<file path="src/rtl/or1200_dual_fwdsel_pkg.sv">
// Shared select encodings, FSM states and tracking-entry type for the
// dual-issue operand-select / hazard controller.
package or1200_dual_fwdsel_pkg;

   localparam int OR1200_SEL_WIDTH = 2;

   localparam logic [OR1200_SEL_WIDTH-1:0] OR1200_SEL_RF      = 2'd0;
   localparam logic [OR1200_SEL_WIDTH-1:0] OR1200_SEL_IMM     = 2'd1;
   localparam logic [OR1200_SEL_WIDTH-1:0] OR1200_SEL_EX_FORW = 2'd2;
   localparam logic [OR1200_SEL_WIDTH-1:0] OR1200_SEL_WB_FORW = 2'd3;

   typedef enum logic {
      OR1200_FWDSEL_RUN   = 1'b0,
      OR1200_FWDSEL_STALL = 1'b1
   } fwdsel_state_e;

   typedef struct packed {
      logic       valid;
      logic       we;
      logic [4:0] addr;
   } trk_t;

   // r0 is hard-wired zero, so it never forwards and never hazards.
   function automatic logic trk_hit(trk_t e, logic [4:0] src);
      return e.valid && e.we && (e.addr == src) && (src != 5'd0);
   endfunction

   function automatic logic [OR1200_SEL_WIDTH-1:0] fwd_sel(logic imm, logic haz,
                                                           logic ex_hit, logic wb_hit);
      if (imm)         return OR1200_SEL_IMM;
      else if (haz)    return OR1200_SEL_RF;
      else if (ex_hit) return OR1200_SEL_EX_FORW;
      else if (wb_hit) return OR1200_SEL_WB_FORW;
      else             return OR1200_SEL_RF;
   endfunction

endpackage

</file>
<file path="src/rtl/or1200_fwd_match.sv">
// Compares one source operand against the EX/WB tracking entries of both
// lanes; LANE selects which lane the operand belongs to.
module or1200_fwd_match
   import or1200_dual_fwdsel_pkg::*;
#(
   parameter int LANE = 0
) (
   input  logic       [4:0] src,
   input  trk_t       [1:0] ex_trk,
   input  trk_t       [1:0] wb_trk,
   input  logic             own_load,
   output logic             ex_hit,
   output logic             wb_hit,
   output logic             load_hit,
   output logic             xlane_hit
);
   localparam int OTHER = 1 - LANE;

   assign ex_hit    = trk_hit(ex_trk[LANE], src);
   assign wb_hit    = trk_hit(wb_trk[LANE], src);
   assign load_hit  = ex_hit && own_load;
   assign xlane_hit = trk_hit(ex_trk[OTHER], src) || trk_hit(wb_trk[OTHER], src);

endmodule

</file>
<file path="src/rtl/or1200_dual_fwdsel.sv">
// Dual-issue operand-select and hazard controller: tracks both lanes'
// destinations through EX/WB, drives the operand-mux selects and stall request.
//
//   state  | meaning
//   RUN    | no stall in the previous cycle
//   STALL  | stall_req was high in the previous cycle
module or1200_dual_fwdsel
   import or1200_dual_fwdsel_pkg::*;
#(
   parameter int CNT_W = 16
) (
   input  logic                        clk,
   input  logic                        rst,
   input  logic                        id_freeze,
   input  logic                        ex_freeze,
   input  logic                        wb_freeze,
   input  logic [4:0]                  id_rfaddra,
   input  logic [4:0]                  id_rfaddrb,
   input  logic [4:0]                  id_rfaddra2,
   input  logic [4:0]                  id_rfaddrb2,
   input  logic                        id_rfwe,
   input  logic                        id_rfwe2,
   input  logic [4:0]                  id_rfaddrw,
   input  logic [4:0]                  id_rfaddrw2,
   input  logic                        id_load,
   input  logic                        id_load2,
   input  logic                        id_imm_b,
   input  logic                        id_imm_b2,
   input  logic                        perf_clr,
   output logic [OR1200_SEL_WIDTH-1:0] sel_a,
   output logic [OR1200_SEL_WIDTH-1:0] sel_b,
   output logic [OR1200_SEL_WIDTH-1:0] sel_a2,
   output logic [OR1200_SEL_WIDTH-1:0] sel_b2,
   output logic                        stall_req,
   output logic [CNT_W-1:0]            stall_count,
   output logic                        dbg_stall_first
);
   trk_t [1:0]    id_trk, ex_trk, wb_trk;
   logic [1:0]    ex_load;
   logic [3:0]    ex_hit, wb_hit, load_hit, xlane_hit, haz;
   fwdsel_state_e state, state_nxt;

   assign id_trk[0] = '{valid: 1'b1, we: id_rfwe,  addr: id_rfaddrw};
   assign id_trk[1] = '{valid: 1'b1, we: id_rfwe2, addr: id_rfaddrw2};

   // WB carries no load flag: a load in WB already has its data and forwards normally.
   always_ff @(posedge clk) begin
      if (rst) begin
         ex_trk  <= '0;
         wb_trk  <= '0;
         ex_load <= '0;
      end else begin
         if (!ex_freeze) begin
            ex_trk  <= id_freeze ? '0 : id_trk;
            ex_load <= id_freeze ? 2'b00 : {id_load2, id_load};
         end
         if (!wb_freeze)
            wb_trk <= ex_freeze ? '0 : ex_trk;
      end
   end

   or1200_fwd_match #(.LANE(0)) u_match_a (
      .src(id_rfaddra), .ex_trk(ex_trk), .wb_trk(wb_trk), .own_load(ex_load[0]),
      .ex_hit(ex_hit[0]), .wb_hit(wb_hit[0]), .load_hit(load_hit[0]), .xlane_hit(xlane_hit[0])
   );
   or1200_fwd_match #(.LANE(0)) u_match_b (
      .src(id_rfaddrb), .ex_trk(ex_trk), .wb_trk(wb_trk), .own_load(ex_load[0]),
      .ex_hit(ex_hit[1]), .wb_hit(wb_hit[1]), .load_hit(load_hit[1]), .xlane_hit(xlane_hit[1])
   );
   or1200_fwd_match #(.LANE(1)) u_match_a2 (
      .src(id_rfaddra2), .ex_trk(ex_trk), .wb_trk(wb_trk), .own_load(ex_load[1]),
      .ex_hit(ex_hit[2]), .wb_hit(wb_hit[2]), .load_hit(load_hit[2]), .xlane_hit(xlane_hit[2])
   );
   or1200_fwd_match #(.LANE(1)) u_match_b2 (
      .src(id_rfaddrb2), .ex_trk(ex_trk), .wb_trk(wb_trk), .own_load(ex_load[1]),
      .ex_hit(ex_hit[3]), .wb_hit(wb_hit[3]), .load_hit(load_hit[3]), .xlane_hit(xlane_hit[3])
   );

   assign haz[0] = load_hit[0] | xlane_hit[0];
   assign haz[1] = (load_hit[1] | xlane_hit[1]) & ~id_imm_b;
   assign haz[2] = load_hit[2] | xlane_hit[2];
   assign haz[3] = (load_hit[3] | xlane_hit[3]) & ~id_imm_b2;

   assign stall_req = |haz;

   assign sel_a  = fwd_sel(1'b0,      haz[0], ex_hit[0], wb_hit[0]);
   assign sel_b  = fwd_sel(id_imm_b,  haz[1], ex_hit[1], wb_hit[1]);
   assign sel_a2 = fwd_sel(1'b0,      haz[2], ex_hit[2], wb_hit[2]);
   assign sel_b2 = fwd_sel(id_imm_b2, haz[3], ex_hit[3], wb_hit[3]);

   always_ff @(posedge clk) begin
      if (rst) state <= OR1200_FWDSEL_RUN;
      else     state <= state_nxt;
   end

   always_comb begin
      state_nxt = state;
      case (state)
         OR1200_FWDSEL_RUN:   if (stall_req)  state_nxt = OR1200_FWDSEL_STALL;
         OR1200_FWDSEL_STALL: if (!stall_req) state_nxt = OR1200_FWDSEL_RUN;
         default:             state_nxt = OR1200_FWDSEL_RUN;
      endcase
   end

   always_comb begin
      dbg_stall_first = (state == OR1200_FWDSEL_RUN) && stall_req;
   end

   always_ff @(posedge clk) begin
      if (rst)
         stall_count <= '0;
      else if (perf_clr)
         stall_count <= '0;
      else if (stall_req && (stall_count != {CNT_W{1'b1}}))
         stall_count <= stall_count + 1'b1;
   end

endmodule

</file>
<file path="config.mk">
export PLATFORM = sky130hd
export DESIGN_NAME = or1200_dual_fwdsel
export DESIGN_NICKNAME = d
export VERILOG_FILES = /design/src/rtl/or1200_dual_fwdsel_pkg.sv /design/src/rtl/or1200_fwd_match.sv /design/src/rtl/or1200_dual_fwdsel.sv
export SDC_FILE = /design/constraint.sdc
export NUM_CORES = 1
export LEC_CHECK = 0
export ABC_CLOCK_PERIOD_IN_PS = 6700
export BUFFER_PORTS_ARGS = -buffer_cell sky130_fd_sc_hd__buf_2
export CORE_MARGIN = 1.5
export CORE_UTILIZATION = 35
export CTS_CLUSTER_SIZE = 8
export DETAILED_ROUTE_END_ITERATION = 10
export PLACE_DENSITY_LB_ADDON = 0.25
export SETUP_SLACK_MARGIN = 0.1
export SYNTH_ARGS = -nofsm -noshare
export SYNTH_HDL_FRONTEND = slang
export SYNTH_SLANG_ARGS = --single-unit
</file>
<file path="constraint.sdc">
create_clock -name clk -period 6.7 [get_ports clk]
set_input_delay 1.005 -clock clk [delete_from_list [all_inputs] [get_ports clk]]
set_output_delay 1.005 -clock clk [all_outputs]
set_load 0.05 [all_outputs]
</file>
==> impl_metrics.ini <==
[place]
place_congestion = 0.876
dp.final_hpwl_um = 6640
io_buffers = 67

[worst_setup_path]
cp.required_ps = 5690
critical_path.cell_chain = buf_2, or4_4, nor2_4, nor4_1, a221o_1, nor4_4, buf_4, nor2_1, buf_2
crit_path_max_fanout = 32
rr_startpoint = ex_trk[3]
critical-path-top-delay-family = simple AND/OR/NAND/NOR gates
critPathArrivalTime_ps = 3100
path_buf_inv = 3
crit_path_top_delay_cell = or4_4
critPathMaxStageDelay_ps = 550
reg2reg_depth = 8
cpMostUsedCell = buf_2
end_kind = primary output
r2r_slack_ps = 3870
critPathKind = input port to primary output
reg2reg_to = stall_count[11]
start_kind = input port

[clock_tree]
ctsRootBufferMaster = clkbuf_8
cts_buffers = 5
cts_buffer_depth = 2
cts_resized = 0
postCtsSetupBuffers = 0
clkTransAtPathRegs_ps = 100
cts_tree = done
clock_latency_ps = 310
htreeDepth = 2
ctsHoldBuffers = 0
cts_sinks = 45

[global_routing]
grt_max_degree = 33
grt_overflow_total = 0
track_usage = 0.180
grt_pass1_vias = 2669
antenna_found_initial = 1
grt_pass1_wl_um = 13900

[timing]
hold_viol_final = 0
slew_viol_final = 0
skew_ps = 14.5
maxSlewHeadroom = 0.399
clock.fmax_ghz = 0.244
fin_crit_ps = 4100
fin_tns_setup_ps = 0
rsz0062_at_grt = false
tightest_slew_ps = 899
setup_viol = 0
fin_crit_sh = 0.612

[hold_path]
min_to = stall_count[10]
hp-class = flop to flop
hold_start = stall_count[10]
min_path_cells = 2

[yosys]
synth_area_leaders = dfxtp_1, xor2_1, xnor2_1
synth_top_area_frac = 0.281
yosysWarnings = 0
synth_cell_types = 52
synth_most_common_cell = dfxtp_1
synth_nets = 445
synth_edf_count = 0
ys.flop_type = dfxtp_1
synth-seq-cells = 45
syn-instance-count = 402
synth_area_mm2 = 0.00321
yosysTopAreaCell = dfxtp_1
yosys-top-cells-count = dfxtp_1, nor2_1, xor2_1
avgSynthCellArea_um2 = 7.98
ys_async_sr_fraction = 0
ys_seq_area_frac = 0.281

[layout]
final_nets = 466
syn_to_final_growth_pct = 9.55
drive_above_1_share = 0.212

[pwr]
leakage_uw = 0.00139
p_sw_uw = 164
clkPwrFrac = 0.343
vdd_drop_max_mv = 0.114
p_total_uw = 549
p_per_area_mw_per_mm2 = 156
seq_power_share = 0.516
p_comb_frac = 0.141
internal_power_uw = 385
swShare = 0.299

[floorplan]
ios = 68
die_area_mm2 = 0.00975
fp-row-count = 34
die_h_um = 98.8
fp.dieW_um = 98.8
start_util = 0.364
core-area_mm2 = 0.00881

[route]
vias_per_cell = 5.50
totalWireLength_um = 8970
vias = 2930
drt-pass1-iter-count = 8
drc = 10
ant_nets = 0
wl_per_cell_um = 16.8
drt-initial-drc-count = 210

[flow_run]
max-cap-violations = 0

[status]
violations = DRC
status = finished with violations
==> power by group through the flow <==
stage | clock [µW] | combinational (µW) | sequential (µW)
2_1_floorplan | 0 | 66.4 | 280
3_5_place_dp | 0 | 77.2 | 289
4_1_cts | 195 | 77.4 | 283
3_3_place_gp | 0 | 75.7 | 289
6_report | 188 | 77.4 | 283
5_1_grt | 208 | 85.7 | 284
==> layer usage <==
metal  up-vias  routed length [µm]  track usage
met5         -                   0            0
met4         0                 200       0.0615
met3        13                 571       0.0312
met2       111                3920        0.280
met1      1359                4270        0.250
li1       1447                   -            -
==> flip-flops by register name, indices dropped and copies added (netlist names) <==
name / flops
stall_count: 16
wb_trk: 13
ex_load: 2
state: 1
ex_trk: 13
==> cell usage in the layout (no fill, tap or decap), types with 4 or more instances in the layout <==
| master | n |
|---|---|
| a22oi_1 | 24 |
| xor2_1 | 44 |
| dfxtp_1 | 45 |
| and3_1 | 4 |
| nand4_1 | 13 |
| nor4_1 | 11 |
| nor3_1 | 7 |
| nor2_1 | 44 |
| o31ai_1 | 10 |
| xnor2_1 | 34 |
| nand3_1 | 14 |
| a21oi_1 | 18 |
| inv_1 | 4 |
| buf_2 | 67 |
| or4_1 | 11 |
| clkbuf_8 | 5 |
| nand2_1 | 16 |
==> final cells by class <==
type                       instances  area (µm²)
inverter                           5        18.8
fill                             912        5290
tap                              108         135
sequential                        45         901
antenna                            1        2.50
timing repair buffer              69         350
multi-input combinational        297        2010
clock buffer                       5        68.8
clock inverter                     3        28.8
==> worst register-to-register path: stages (launching register included) <==
cell and delay, ps:
dfxtp_1 620, xnor2_1 180, nand4_1 140, or4b_1 510
a31oi_2 290, nor4_4 80, buf_4 230, or4_1 540
a21oi_1 160
==> stage by stage <==
step | util | std cells | hold WS (ps) | area, µm² | worst slack (ps)
CTS | 0.399 | 532 | 497 | 3510 | 2600
floorplan | - | 402 | 480 | 3210 | 2480
global route | 0.399 | 532 | 527 | 3510 | 2470
detailed placement | 0.388 | 524 | 482 | 3420 | 2600
global placement | 0.388 | 524 | 458 | 3420 | 2650
finish | 0.399 | 533 | 487 | 3520 | 2600
==> logic make-up after synthesis <==
family                     synth area share
and+or+nand+nor                       0.247
xor gates and xnor gates              0.213
AOI/OAI and AO/OA                     0.159
buffers and inverters                0.0928
DFF                                   0.281
muxes                               0.00312
adders and majority gates           0.00390
==> how the worst max path moves through the flow <==
stage / from / cells after the start / to
finish: id_rfaddra2[1] / 9 / dbg_stall_first
global route: id_rfaddrb[1] / 9 / stall_req
CTS: id_rfaddrb[1] / 9 / dbg_stall_first
detailed placement: id_rfaddrb[1] / 9 / dbg_stall_first
global placement: id_rfaddra2[1] / 9 / dbg_stall_first
floorplan: id_rfaddrb[1] / 6 / sel_b[1]
Power figures use the tool's default switching activity.
